<file path="src/rtl/mode_select_ctrl.sv">
`default_nettype none
// ============================================================================
// Module   : mode_select_ctrl
// Purpose  : Debounces four pushbuttons and runs the game-mode selection menu
//            (single / two-player / optional tutorial). It also issues
//            early-termination requests to the screen timer.
// Options  : TUTORIAL_MODE_EN - when defined, adds the tutorial menu entry,
//            the TUTORIAL state and its duration counter.
// Revision : 1.0 - initial release
// ============================================================================
module mode_select_ctrl #(
  parameter int unsigned DEBOUNCE_CYCLES = 1000000,
  parameter logic [31:0] TUTORIAL_CYCLES = 32'd2000000000
) (
  input  logic       clock,
  input  logic       reset,
  input  logic       btn_up,
  input  logic       btn_down,
  input  logic       btn_confirm,
  input  logic       btn_quit,
  input  logic       select_mode_screen,
  input  logic       end_of_game,
  input  logic       play_again,
  output logic       selected_a_mode,
  output logic       two_player_mode,
  output logic       tutorial_mode,
  output logic       end_game_early,
  output logic       end_tutorial,
  output logic [1:0] menu_cursor
);

  localparam int CNT_W = (DEBOUNCE_CYCLES > 1) ? $clog2(DEBOUNCE_CYCLES) : 1;
  localparam logic [CNT_W-1:0] CNT_LAST = CNT_W'(DEBOUNCE_CYCLES - 1);

  localparam int BTN_UP      = 0;
  localparam int BTN_DOWN    = 1;
  localparam int BTN_CONFIRM = 2;
  localparam int BTN_QUIT    = 3;

`ifdef TUTORIAL_MODE_EN
  localparam logic [1:0] CURSOR_LAST = 2'd2;
`else
  localparam logic [1:0] CURSOR_LAST = 2'd1;
`endif

  logic [3:0] btn_raw;
  logic [3:0] press;

  assign btn_raw = {btn_quit, btn_confirm, btn_down, btn_up};

  for (genvar i = 0; i < 4; i++) begin : g_btn
    logic             sync_a;
    logic             sync_b;
    logic             level;
    logic             level_d;
    logic             press_r;
    logic [CNT_W-1:0] cnt;

    // Synchronize, debounce (any bounce restarts the count) and pulse on press
    always_ff @(posedge clock) begin
      if (reset) begin
        sync_a  <= 1'b0;
        sync_b  <= 1'b0;
        level   <= 1'b0;
        level_d <= 1'b0;
        press_r <= 1'b0;
        cnt     <= '0;
      end else begin
        sync_a  <= btn_raw[i];
        sync_b  <= sync_a;
        level_d <= level;
        press_r <= level & ~level_d;
        if (sync_b == level) begin
          cnt <= '0;
        end else if (cnt == CNT_LAST) begin
          level <= sync_b;
          cnt   <= '0;
        end else begin
          cnt <= cnt + 1'b1;
        end
      end
    end

    assign press[i] = press_r;
  end

  typedef enum logic [2:0] {
    IDLE     = 3'd0,
    MENU     = 3'd1,
    PLAY_1P  = 3'd2,
    PLAY_2P  = 3'd3,
`ifdef TUTORIAL_MODE_EN
    TUTORIAL = 3'd5,
`endif
    DONE     = 3'd4
  } state_t;

  state_t state;

`ifdef TUTORIAL_MODE_EN
  logic        tutorial_mode_r;
  logic        end_tutorial_r;
  logic [31:0] tut_cnt;

  assign tutorial_mode = tutorial_mode_r;
  assign end_tutorial  = end_tutorial_r;
`else
  assign tutorial_mode = 1'b0;
  assign end_tutorial  = 1'b0;
`endif

  // Mode-selection FSM; every output is registered alongside the state
  always_ff @(posedge clock) begin
    if (reset) begin
      state           <= IDLE;
      menu_cursor     <= 2'd0;
      selected_a_mode <= 1'b0;
      two_player_mode <= 1'b0;
      end_game_early  <= 1'b0;
`ifdef TUTORIAL_MODE_EN
      tutorial_mode_r <= 1'b0;
      end_tutorial_r  <= 1'b0;
      tut_cnt         <= 32'd0;
`endif
    end else begin
      case (state)
        IDLE: begin
          if (select_mode_screen) state <= MENU;
        end
        MENU: begin
          // confirm beats up, up beats down; losers are simply dropped
          if (press[BTN_CONFIRM]) begin
            case (menu_cursor)
              2'd0: begin
                selected_a_mode <= 1'b1;
                state           <= PLAY_1P;
              end
              2'd1: begin
                two_player_mode <= 1'b1;
                state           <= PLAY_2P;
              end
`ifdef TUTORIAL_MODE_EN
              2'd2: begin
                selected_a_mode <= 1'b1;
                tutorial_mode_r <= 1'b1;
                tut_cnt         <= 32'd0;
                state           <= TUTORIAL;
              end
`endif
              default: ;
            endcase
          end else if (press[BTN_UP]) begin
            menu_cursor <= (menu_cursor == CURSOR_LAST) ? 2'd0 : menu_cursor + 2'd1;
          end else if (press[BTN_DOWN]) begin
            menu_cursor <= (menu_cursor == 2'd0) ? CURSOR_LAST : menu_cursor - 2'd1;
          end
        end
        PLAY_1P, PLAY_2P: begin
          if (press[BTN_QUIT]) begin
            end_game_early <= 1'b1;
            state          <= DONE;
          end else if (end_of_game) begin
            state <= DONE;
          end
        end
`ifdef TUTORIAL_MODE_EN
        TUTORIAL: begin
          // quit and timeout together still yield a single end request
          if (press[BTN_QUIT] || (tut_cnt == TUTORIAL_CYCLES - 32'd1)) begin
            end_tutorial_r <= 1'b1;
            state          <= DONE;
          end else begin
            tut_cnt <= tut_cnt + 32'd1;
          end
        end
`endif
        DONE: begin
          if (play_again) begin
            end_game_early <= 1'b0;
`ifdef TUTORIAL_MODE_EN
            end_tutorial_r <= 1'b0;
`endif
          end
        end
        default: state <= IDLE;
      endcase
    end
  end

endmodule
`default_nettype wire

</file>
<file path="config.mk">
export PLATFORM = sky130hd
export DESIGN_NAME = mode_select_ctrl
export DESIGN_NICKNAME = d
export VERILOG_FILES = /design/src/rtl/mode_select_ctrl.sv
export SDC_FILE = /design/constraint.sdc
export NUM_CORES = 1
export LEC_CHECK = 0
export ABC_CLOCK_PERIOD_IN_PS = 1900
export BUFFER_PORTS_ARGS = -buffer_cell sky130_fd_sc_hd__buf_4
export CAP_MARGIN = 30
export CORE_ASPECT_RATIO = 1.75
export CORE_MARGIN = 1.5
export CORE_UTILIZATION = 25
export DETAILED_ROUTE_END_ITERATION = 16
export PLACE_DENSITY = 0.43
export SYNTH_ARGS = -nofsm -noshare
export SYNTH_HDL_FRONTEND = slang
export SYNTH_SLANG_ARGS = --single-unit
</file>
<file path="constraint.sdc">
create_clock -name clock -period 1.9 [get_ports clock]
set_input_delay 0.285 -clock clock [delete_from_list [all_inputs] [get_ports clock]]
set_output_delay 0.285 -clock clock [all_outputs]
set_load 0.005 [all_outputs]
</file>
==> impl_results.rst, run 1 <==
.. list-table::
   :header-rows: 1

   * - Metric
     - Value
   * - CP Buf/Inv Count
     - 1
   * - FMAX
     - 548 MHz
   * - CTS Hold Buffers Added
     - 0
   * - Actual slew at the worst max-slew pin
     - 0.619 ns
   * - Storage cell area
     - 2160 um2
   * - Count of vias placed by the detailed router
     - 3646
   * - Total power of the final layout
     - 4.13 mW
   * - Worst-path cell with the longest stage delay
     - or4_1
   * - Antenna Diode Count
     - 0
   * - Number of synthesized flops with an enable pin
     - 0
   * - Post-synthesis instance area
     - 4610 um2
   * - Placeable Area
     - 18100 um2
   * - Cell variety after synth
     - 47
   * - Proportion of power drawn by flip-flops and latches
     - 55.3%
   * - CTS tree
     - done
   * - Max-slew violation total from the final report
     - 0
   * - Series of cell instances along the critical path
     - or4_1 -> or4_1 -> o21ai_4 -> buf_4 -> a21oi_1
   * - Routability congestion estimate
     - 0.805
   * - Synthesized-area fraction occupied by adder cells
     - 1.09%
   * - Mapped Avg Cell Area
     - 8.85 um2
   * - Most heavily used metal layer in global routing
     - met2
   * - Multi-input gate area
     - 2320 um2
   * - Combinational family with the most area after synthesis
     - simple AND/OR/NAND/NOR gates
   * - # Post-CTS Setup Buffers
     - 0
   * - DRC marker count from the first detailed-route iteration
     - 87
   * - CP most frequent cell
     - or4_1
   * - Period utilisation layout
     - 96.1%
   * - Fill cells
     - 1950
   * - Biggest cell delay along the critical path
     - 0.50 ns
   * - WP data arrival
     - 2.05 ns
   * - Ratio of total power to cell area
     - 751 nW/um2
   * - Cell type with the highest aggregate area in the netlist
     - dfxtp_1
   * - Largest net degree at the start of global routing
     - 30
   * - Cell leakage power
     - 1.77 nW
   * - Initial antenna violation count
     - 0
   * - Layout Utilization
     - 30.4%
   * - Largest buffer count on any clock path
     - 2
   * - Count of H-tree levels built during CTS
     - 3
   * - Post-layout nets
     - 575
   * - Cell types with the highest counts after synthesis
     - 108 x dfxtp_1, 66 x nor2_1, 33 x a21oi_1
   * - CTS Root Cell
     - clkbuf_16
   * - Area fraction in and, or, nand and nor cells after synthesis
     - 28.8%
   * - Cell family with the largest share of critical-path delay
     - simple AND/OR/NAND/NOR gates
   * - Unrepaired setup endpoints after global routing
     - no
   * - Run status
     - finished clean
   * - Sum of negative setup slack
     - 0 ns
   * - Least setup slack across all paths after layout
     - 0.0746 ns
   * - Layout overhead on the synthesized area
     - 19.2%
   * - Row count
     - 65
   * - Clock buffers created by TritonCTS
     - 9
   * - Dominant synthesized flop cell
     - dfxtp_1
   * - Xor-xnor portion of the synthesized cell area
     - 10.1%
   * - Final WL
     - 9950 um
   * - Vias in the first global route
     - 3734
   * - Die extent in y
     - 183 um
   * - Rel. slew slack
     - 58.1%
   * - Final setup violation count
     - 0
   * - Final worst hold slack
     - 0.145 ns
   * - WL per Instance
     - 12.4 um
   * - Worst clock skew
     - 0.0139 ns
   * - Slack of the worst reg-to-reg path
     - 0.07 ns
   * - Crit path launch type
     - register
   * - DRT antenna net count
     - 0
   * - Launching instance or port of the critical path
     - g_btn[3].cnt[10]
   * - Post-CTS clock slew at the launch and capture registers of the worst setup and hold paths
     - 0.08 ns
   * - Endpoint class of the critical path
     - register
   * - NetSw
     - 0.922 mW
   * - Die Footprint
     - 19300 um2
   * - Tmin final
     - 1.83 ns
   * - Post-synth top area share
     - 46.9%
   * - HPWL reported at the end of detailed placement
     - 7300 um
   * - Clock Latency Late Sink
     - 0.35 ns
   * - # resized after CTS
     - 0
   * - Clock share of power
     - 43.1%
   * - Gr usage total
     - 11.0%
   * - Most numerous cell in the Yosys netlist
     - dfxtp_1
   * - Number of search-and-repair iterations in the first detailed-routing pass
     - 4
   * - Hold_sp
     - btn_confirm
   * - Number of design rule violations left after detail routing
     - 0
   * - Number of port buffers
     - 13
   * - Met1 usage
     - 11.8%
   * - I/O pin count
     - 16
   * - Largest vdd supply drop
     - 330 uV
   * - Async SR Flop Fraction
     - 0%
   * - Area fraction in compound gates after synthesis
     - 9.58%
   * - Launching point of the worst reg2reg path
     - g_btn[3].cnt[10]
   * - Flip-flop and latch count after synthesis
     - 108
   * - Dominant cells by area after synthesis
     - dfxtp_1 47%, nor2_1 5.4%, xnor2_1 5.1%
   * - Share of synthesized area spent on multiplexers
     - 0%
   * - Global-route wire length before repair
     - 17200 um
   * - Share of synthesized area occupied by flip-flops and latches
     - 46.9%
   * - Relative contribution of combinational cells to total power
     - 1.6%
   * - Switching part of the total
     - 22.3%
   * - Path type of the worst min-delay path
     - primary input to register
   * - Total gr overflow
     - 0
   * - Starting utilization of the core area
     - 25.5%
   * - Die span in x
     - 106 um
   * - Met3 track demand over resource in global routing
     - 1.64%
   * - Fraction of layout instances using a drive strength above 1
     - 14.1%
   * - CTS sink cnt
     - 108
   * - Minimum setup slack after placement
     - 0.0684 ns
   * - Worst Path Required
     - 2.12 ns
   * - Max Fanout on Critical Path
     - 9
   * - Fin. Hold Viols
     - 0
   * - Per-cell via count in the routed design
     - 4.55
   * - Max-cap violations
     - 0
   * - Internal portion of total power
     - 3.20 mW
   * - Setup CP Type
     - register to register
   * - Met2 usage
     - 21.1%
   * - Cells after synthesis
     - 521
   * - Synth Warn #
     - 0
## stage by stage
stage	cell area, um2	std cells
6_report	5500	801
5_1_grt	5500	801
4_1_cts	5470	801
3_5_place_dp	5200	785
3_3_place_gp	5200	785
2_1_floorplan	4620	522
## metal layers
metal	up-vias	wire, um
li1	1903	-
met1	1716	4260
met2	19	5390
met3	8	125
met4	0	170
met5	-	0
## cell families after synthesis
logic type	count (synthesis)
AO/OA/AOI/OAI	73
buffers and inverters	40
flip-flops	108
XOR/XNOR	53
other	1
adder cells (fa/ha/maj)	4
AND/OR/NAND/NOR	242
## worst paths after layout
check	to	depth (start not counted)
setup reg to reg	g_btn[3].cnt[18]	5
hold / removal	g_btn[2].sync_a	2
hold reg to reg	g_btn[2].press_r	1
setup / recovery	g_btn[3].cnt[18]	5
## cell type report
cell class	instances	area share [%]
clock inverters	6	0.797
repair buffers	51	6.97
inverters	18	1.23
flip-flops and latches	108	39.4
clock buffers	10	4.17
well taps	234	5.33
multi-input cells	374	42.2
## worst register-to-register path, cell delays in order, from the launching register on
cell and delay (ns):
dfxtp_1 0.31, or4_1 0.50, or4_1 0.49, o21ai_4 0.16, buf_4 0.19, a21oi_1 0.05
## flip-flops by register name, indices dropped and copies added (netlist names)
name	cells
end_game_early	1
g_btn.cnt	80
g_btn.level	4
g_btn.level_d	4
g_btn.press_r	4
g_btn.sync_a	4
g_btn.sync_b	4
menu_cursor	2
selected_a_mode	1
state	3
two_player_mode	1
## power groups by stage
stage                     sequential [mW]  combinational [mW]  clock, mW
after detailed placement             2.33              0.0680          0
after global routing                 2.28              0.0749       1.94
final                                2.28              0.0659       1.78
after global placement               2.33              0.0663          0
after CTS                            2.28              0.0680       1.84
after floorplan                      2.33              0.0409          0
## cells in the final DEF, fill, tap and decap left out, types with 20 or more instances in the layout
| cell | synthesis | final |
|---|---|---|
| dfxtp_1 | 108 | 107 |
| nor2_1 | 66 | 66 |
| buf_4 | 3 | 51 |
| a21oi_1 | 33 | 33 |
| xnor2_1 | 27 | 27 |
| nand2_1 | 28 | 27 |
| nand3_1 | 26 | 26 |
| xor2_1 | 26 | 26 |
| nand4_1 | 20 | 20 |
Note: power is estimated with default switching activity, not from simulation.
==> inputs of run 2 (changes only) <==
ABC_AREA = 1   (was unset)
RECOVER_POWER = 100   (was unset)
==> impl_results.rst, run 2 <==
.. list-table::
   :header-rows: 1

   * - Metric
     - Value
   * - Proportion of power drawn by flip-flops and latches
     - 52.8%
   * - Total power of the final layout
     - 4.32 mW
   * - CTS sink cnt
     - 108
   * - Path type of the worst min-delay path
     - primary input to register
   * - Commonest cells after routing, fill and taps aside
     - 179 x nor2_1, 160 x nand2_1, 108 x dfxtp_1
   * - Internal portion of total power
     - 3.35 mW
   * - Per-cell via count in the routed design
     - 4.32
   * - Crit path launch type
     - register
   * - Sum of negative setup slack
     - 0 ns
   * - HPWL reported at the end of detailed placement
     - 9360 um
   * - Clock share of power
     - 44.9%
   * - Relative contribution of combinational cells to total power
     - 2.3%
   * - Starting utilization of the core area
     - 25.5%
   * - Max Fanout on Critical Path
     - 20
   * - Synth Warn #
     - 0
   * - Tmin final
     - 1.65 ns
   * - Most common cell after layout, fill and taps aside
     - nor2_1
   * - Placeable Area
     - 20300 um2
   * - FMAX
     - 607 MHz
   * - Max-cap violations
     - 0
   * - Layout overhead on the synthesized area
     - 12.3%
   * - Count of vias placed by the detailed router
     - 4407
   * - Die extent in y
     - 193 um
   * - Vias in the first global route
     - 4482
   * - Number of synthesized flops with an enable pin
     - 0
   * - Met3 track demand over resource in global routing
     - 2.01%
   * - Unrepaired setup endpoints after global routing
     - no
   * - Die Footprint
     - 21600 um2
   * - CTS Root Cell
     - clkbuf_16
   * - Most heavily used metal layer in global routing
     - met2
   * - Number of cells on the worst hold path
     - 3
   * - Rel. slew slack
     - 33.2%
   * - Cell types with the highest counts after synthesis
     - 178 x nor2_1, 160 x nand2_1, 108 x dfxtp_1
   * - Die span in x
     - 112 um
   * - Fraction of layout instances using a drive strength above 1
     - 6.99%
   * - Largest vdd supply drop
     - 518 uV
   * - Final setup violation count
     - 0
   * - Number of flip-flops in the largest register
     - 80
   * - Row count
     - 69
   * - Run status
     - finished clean
   * - # Post-CTS Setup Buffers
     - 0
   * - Antenna Diode Count
     - 0
   * - Met1 usage
     - 11.5%
   * - Cells after synthesis
     - 749
   * - CTS tree
     - done
   * - # resized after CTS
     - 0
   * - Fin. Hold Viols
     - 0
   * - Met2 usage
     - 24.1%
   * - Largest net degree at the start of global routing
     - 22
   * - Most numerous cell in the Yosys netlist
     - nor2_1
   * - Cell type with the highest aggregate area in the netlist
     - dfxtp_1
   * - Cell variety after synth
     - 31
   * - Worst clock skew
     - 0.00863 ns
   * - Clock buffers created by TritonCTS
     - 9
   * - Least setup slack across all paths after layout
     - 0.253 ns
   * - Share of synthesized area occupied by flip-flops and latches
     - 41.8%
   * - Post-synth top area share
     - 41.8%
   * - CTS Hold Buffers Added
     - 0
   * - Global-route wire length before repair
     - 20900 um
   * - Clock Latency Late Sink
     - 0.36 ns
   * - Initial antenna violation count
     - 0
   * - Post-synthesis instance area
     - 5180 um2
   * - Count of cells along the worst register-to-register path
     - 7
   * - Worst Path Required
     - 2.14 ns
   * - Flip-flop and latch count after synthesis
     - 108
   * - Dominant cells by area after synthesis
     - dfxtp_1 42%, nor2_1 13%, nand2_1 12%
   * - Number of design rule violations left after detail routing
     - 0
   * - Mapped Avg Cell Area
     - 6.91 um2
   * - Number of port buffers
     - 13
   * - Period utilisation layout
     - 86.7%
   * - Biggest register
     - g_btn.cnt
   * - WL per Instance
     - 12.0 um
   * - Minimum setup slack after placement
     - 0.308 ns
   * - Routability congestion estimate
     - 0.795
   * - WP data arrival
     - 1.89 ns
   * - DRC marker count from the first detailed-route iteration
     - 102
   * - Count of H-tree levels built during CTS
     - 3
   * - NetSw
     - 0.972 mW
   * - Max-slew violation total from the final report
     - 0
   * - Actual slew at the worst max-slew pin
     - 1.00 ns
   * - Endpoint class of the critical path
     - register
   * - Post-CTS clock slew at the launch and capture registers of the worst setup and hold paths
     - 0.07 ns
   * - Final WL
     - 12200 um
   * - Async SR Flop Fraction
     - 0%
   * - I/O pin count
     - 16
   * - Gr usage total
     - 12.1%
   * - Dominant synthesized flop cell
     - dfxtp_1
   * - Number of search-and-repair iterations in the first detailed-routing pass
     - 4
   * - Switching part of the total
     - 22.5%
   * - Largest buffer count on any clock path
     - 2
   * - DRT antenna net count
     - 0
   * - Total gr overflow
     - 0
   * - Ratio of total power to cell area
     - 743 nW/um2
   * - Post-layout nets
     - 781
   * - Cell leakage power
     - 1.81 nW
   * - Setup CP Type
     - register to register
-- run 2: cell count changes after synthesis, sizes merged, moves of 15 or more --
cell	before	now
nand2	28	167
nand3	26	54
inv	18	78
nor2	66	189
or3	19	0
nor2b	17	0
clkbuf	17	2
-- run 2: metal layers --
layer	vias up	wire [um]
li1	2378	-
met1	1978	4730
met2	32	6890
met3	19	239
met4	0	348
met5	-	0
-- run 2: per-stage QoR --
| step | util (%) | instances | hold WS (ns) | area, um2 |
|---|---|---|---|---|
| after global routing | 28.7 | 1021 | 0.135 | 5810 |
| after detailed placement | 27.4 | 1005 | 0.383 | 5550 |
| after floorplan | - | 750 | 0.363 | 5180 |
| after global placement | 27.4 | 1005 | 0.378 | 5550 |
| final | 28.7 | 1021 | 0.134 | 5810 |
| after CTS | 28.8 | 1021 | 0.118 | 5850 |
-- run 2: worst max-delay path: stages, from the launching register on --
cell and delay, ns:
dfxtp_1 0.36, ha_1 0.22, nand3_1 0.21, nor2_4 0.22, nand3_1 0.13, nand2_1 0.07, buf_4 0.24, nor2_1 0.07
-- run 2: final timing paths --
| path | slack [ns] | endpoint | start |
|---|---|---|---|
| worst min register to register | 0.39 | g_btn[1].press_r | g_btn[1].level_d |
| worst min-delay path | 0.13 | g_btn[2].sync_a | btn_confirm |
| worst max register to register | 0.25 | g_btn[2].cnt[11] | g_btn[2].cnt[0] |
| worst max-delay path | 0.25 | g_btn[2].cnt[11] | g_btn[2].cnt[0] |
-- run 2: area by class of cell --
| class | instances | area [um2] |
|---|---|---|
| Multi-Input combinational cell | 553 | 2610 |
| Sequential cell | 108 | 2160 |
| Inverter | 78 | 293 |
| Tap cell | 248 | 310 |
| Timing Repair Buffer | 18 | 136 |
| Clock buffer | 10 | 229 |
| Fill cell | 2216 | 14500 |
| Clock inverter | 6 | 70.1 |
-- run 2: cells by family after synthesis --
| family | Yosys count | share of synthesized area (%) |
|---|---|---|
| flip-flops | 108 | 41.8 |
| AND/OR/NAND/NOR | 455 | 38.3 |
| adder cells (fa/ha/maj) | 4 | 0.967 |
| XOR/XNOR | 33 | 5.58 |
| other | 1 | 0.0724 |
| buffers and inverters | 89 | 7.39 |
| AO/OA/AOI/OAI | 59 | 5.97 |
-- run 2: power groups by stage --
stage	logic, mW	registers, mW	clock network [mW]
global route	0.113	2.28	2.13
floorplan	0.0710	2.33	0
global placement	0.101	2.34	0
detailed placement	0.101	2.34	0
finish	0.0978	2.28	1.94
CTS	0.101	2.28	2.03
==> inputs of run 3 (changes only) <==
CORE_UTILIZATION = 34   (was 25)
GPL_TIMING_DRIVEN = 0   (was unset)
PLACE_DENSITY = 0.54   (was 0.43)
==> impl_results.rst, run 3 (synthesis gave the netlist of run 2 again) <==
.. list-table::
   :header-rows: 1

   * - Metric
     - Value
   * - Total gr overflow
     - 0
   * - Total power of the final layout
     - 4.42 mW
   * - DRT met1 WL
     - 4470 um
   * - Fin. Hold Viols
     - 0
   * - Post-CTS clock slew at the launch and capture registers of the worst setup and hold paths
     - 0.07 ns
   * - Post-layout nets
     - 787
   * - Sum of negative setup slack
     - 0 ns
   * - Endpoint class of the critical path
     - register
   * - Run status
     - finished clean
   * - Final WL
     - 11300 um
   * - Max Fanout on Critical Path
     - 10
   * - Gr usage total
     - 15.4%
   * - Setup CP Type
     - register to register
   * - Worst clock skew
     - 0.00720 ns
   * - I/O pin count
     - 16
   * - Count of cells along the worst register-to-register path
     - 7
   * - Largest net degree at the start of global routing
     - 19
   * - # Post-CTS Setup Buffers
     - 0
   * - FMAX
     - 598 MHz
   * - CTS Hold Buffers Added
     - 0
   * - Fill cells
     - 1638
   * - Slack of the worst reg-to-reg path
     - 0.23 ns
   * - Clock buffers created by TritonCTS
     - 9
   * - Biggest register
     - g_btn.cnt
   * - Row count
     - 59
   * - Initial antenna violation count
     - 0
   * - Number of flip-flops in the largest register
     - 80
   * - Die Footprint
     - 16000 um2
   * - Worst Path Required
     - 2.14 ns
   * - WP data arrival
     - 1.91 ns
   * - Placeable Area
     - 14900 um2
   * - Fraction of layout instances using a drive strength above 1
     - 7.83%
   * - Count of H-tree levels built during CTS
     - 3
   * - Die extent in y
     - 166 um
   * - Antenna Diode Count
     - 0
   * - Uppermost layer routed
     - met4
   * - Commonest cells after routing, fill and taps aside
     - 180 x nor2_1, 160 x nand2_1, 108 x dfxtp_1
   * - Period utilisation layout
     - 87.9%
   * - Layout overhead on the synthesized area
     - 12.2%
   * - Max-slew violation total from the final report
     - 0
   * - Hold_sp
     - btn_confirm
   * - Vias in the first global route
     - 4215
   * - Metal2 WL
     - 6200 um
   * - Routability congestion estimate
     - 0.872
   * - HPWL reported at the end of detailed placement
     - 8740 um
   * - Met3 Wirelength
     - 225 um
   * - Cell leakage power
     - 1.85 nW
   * - CTS tree
     - done
   * - Largest vdd supply drop
     - 350 uV
   * - Crit path launch type
     - register
   * - CTS sink cnt
     - 108
   * - Launching point of the worst reg2reg path
     - g_btn[0].cnt[0]
   * - Per-cell via count in the routed design
     - 4.64
   * - Unrepaired setup endpoints after global routing
     - no
   * - DRT antenna net count
     - 0
   * - WL per Instance
     - 11.7 um
   * - Number of port buffers
     - 13
   * - Number of search-and-repair iterations in the first detailed-routing pass
     - 4
   * - Starting utilization of the core area
     - 34.7%
   * - Count of vias placed by the detailed router
     - 4466
   * - End point of the worst hold path
     - g_btn[2].sync_a
   * - # resized after CTS
     - 0
   * - Ratio of total power to cell area
     - 762 nW/um2
   * - Tmin final
     - 1.67 ns
   * - Largest buffer count on any clock path
     - 2
   * - Die span in x
     - 96.3 um
   * - Number of cells on the worst hold path
     - 3
   * - Number of design rule violations left after detail routing
     - 0
   * - Most common cell after layout, fill and taps aside
     - nor2_1
   * - CTS Root Cell
     - clkbuf_16
   * - Global-route wire length before repair
     - 19100 um
   * - Max-cap violations
     - 0
   * - Clock Latency Late Sink
     - 0.35 ns
   * - DRC marker count from the first detailed-route iteration
     - 114
   * - Worst reg2reg path endpoint
     - g_btn[0].cnt[5]
   * - Path type of the worst min-delay path
     - primary input to register
   * - Final setup violation count
     - 0
-- run 3: changes by cell type in the layout (fill, tap and decap cells not counted), sizes merged --
cell	previous run	this run
buf	11	16
bufinv	1	2
clkbuf	17	18
clkinv	3	1
inv	80	81
-- run 3: final cells by class --
class | instances | area, um2 | share of cell area [%]
Inverter | 78 | 293 | 5.04
Buffer | 11 | 90.1 | 1.55
Tap cell | 183 | 229 | 3.94
Timing Repair Buffer | 13 | 93.8 | 1.62
Multi-Input combinational cell | 553 | 2620 | 45.1
Clock inverter | 6 | 93.8 | 1.62
Sequential cell | 108 | 2160 | 37.2
Clock buffer | 10 | 229 | 3.94
-- run 3: worst max-delay path, stage by stage (launching register included) --
cell and delay, ns:
dfxtp_1 0.40, ha_1 0.25, nand3_2 0.14, nor2_1 0.14
nand3_1 0.12, nand2_2 0.25, buf_6 0.19, nor2_1 0.06
-- run 3: worst max-delay path by stage --
stage	from	slack [ns]	end	cells past startpoint
after floorplan	g_btn[1].cnt[0]	0.53	g_btn[1].cnt[13]	7
after detailed placement	g_btn[0].cnt[0]	0.20	g_btn[0].cnt[5]	7
after global placement	g_btn[0].cnt[0]	0.22	g_btn[0].cnt[11]	7
after global routing	g_btn[3].cnt[0]	0.05	g_btn[3].cnt[18]	7
final	g_btn[0].cnt[0]	0.23	g_btn[0].cnt[5]	7
after CTS	g_btn[0].cnt[0]	0.19	g_btn[0].cnt[5]	7
-- run 3: per-stage QoR --
step	util (%)	worst slack [ns]	std cells	instance area, um2	hold WS, ns
floorplan	-	0.534	750	5180	0.363
global placement	36.9	0.223	946	5510	0.376
detailed placement	36.9	0.201	946	5510	0.377
CTS	39.1	0.193	962	5830	0.123
global route	38.9	0.0453	962	5810	0.141
finish	38.9	0.229	962	5810	0.138
-- run 3: routing by layer --
layer	global-route usage (%)	up-vias
met1	15.6	1997
met4	6.71	0
met5	0	-
li1	-	2404
met3	3.07	22
met2	28.9	43
-- run 3: where the power goes --
group | internal, mW | switching (mW) | total, mW
Clock | 1.17 | 0.866 | 2.04
Sequential | 2.28 | 0.00688 | 2.28
Combinational | 0.0399 | 0.0616 | 0.101
Total | 3.49 | 0.935 | 4.42
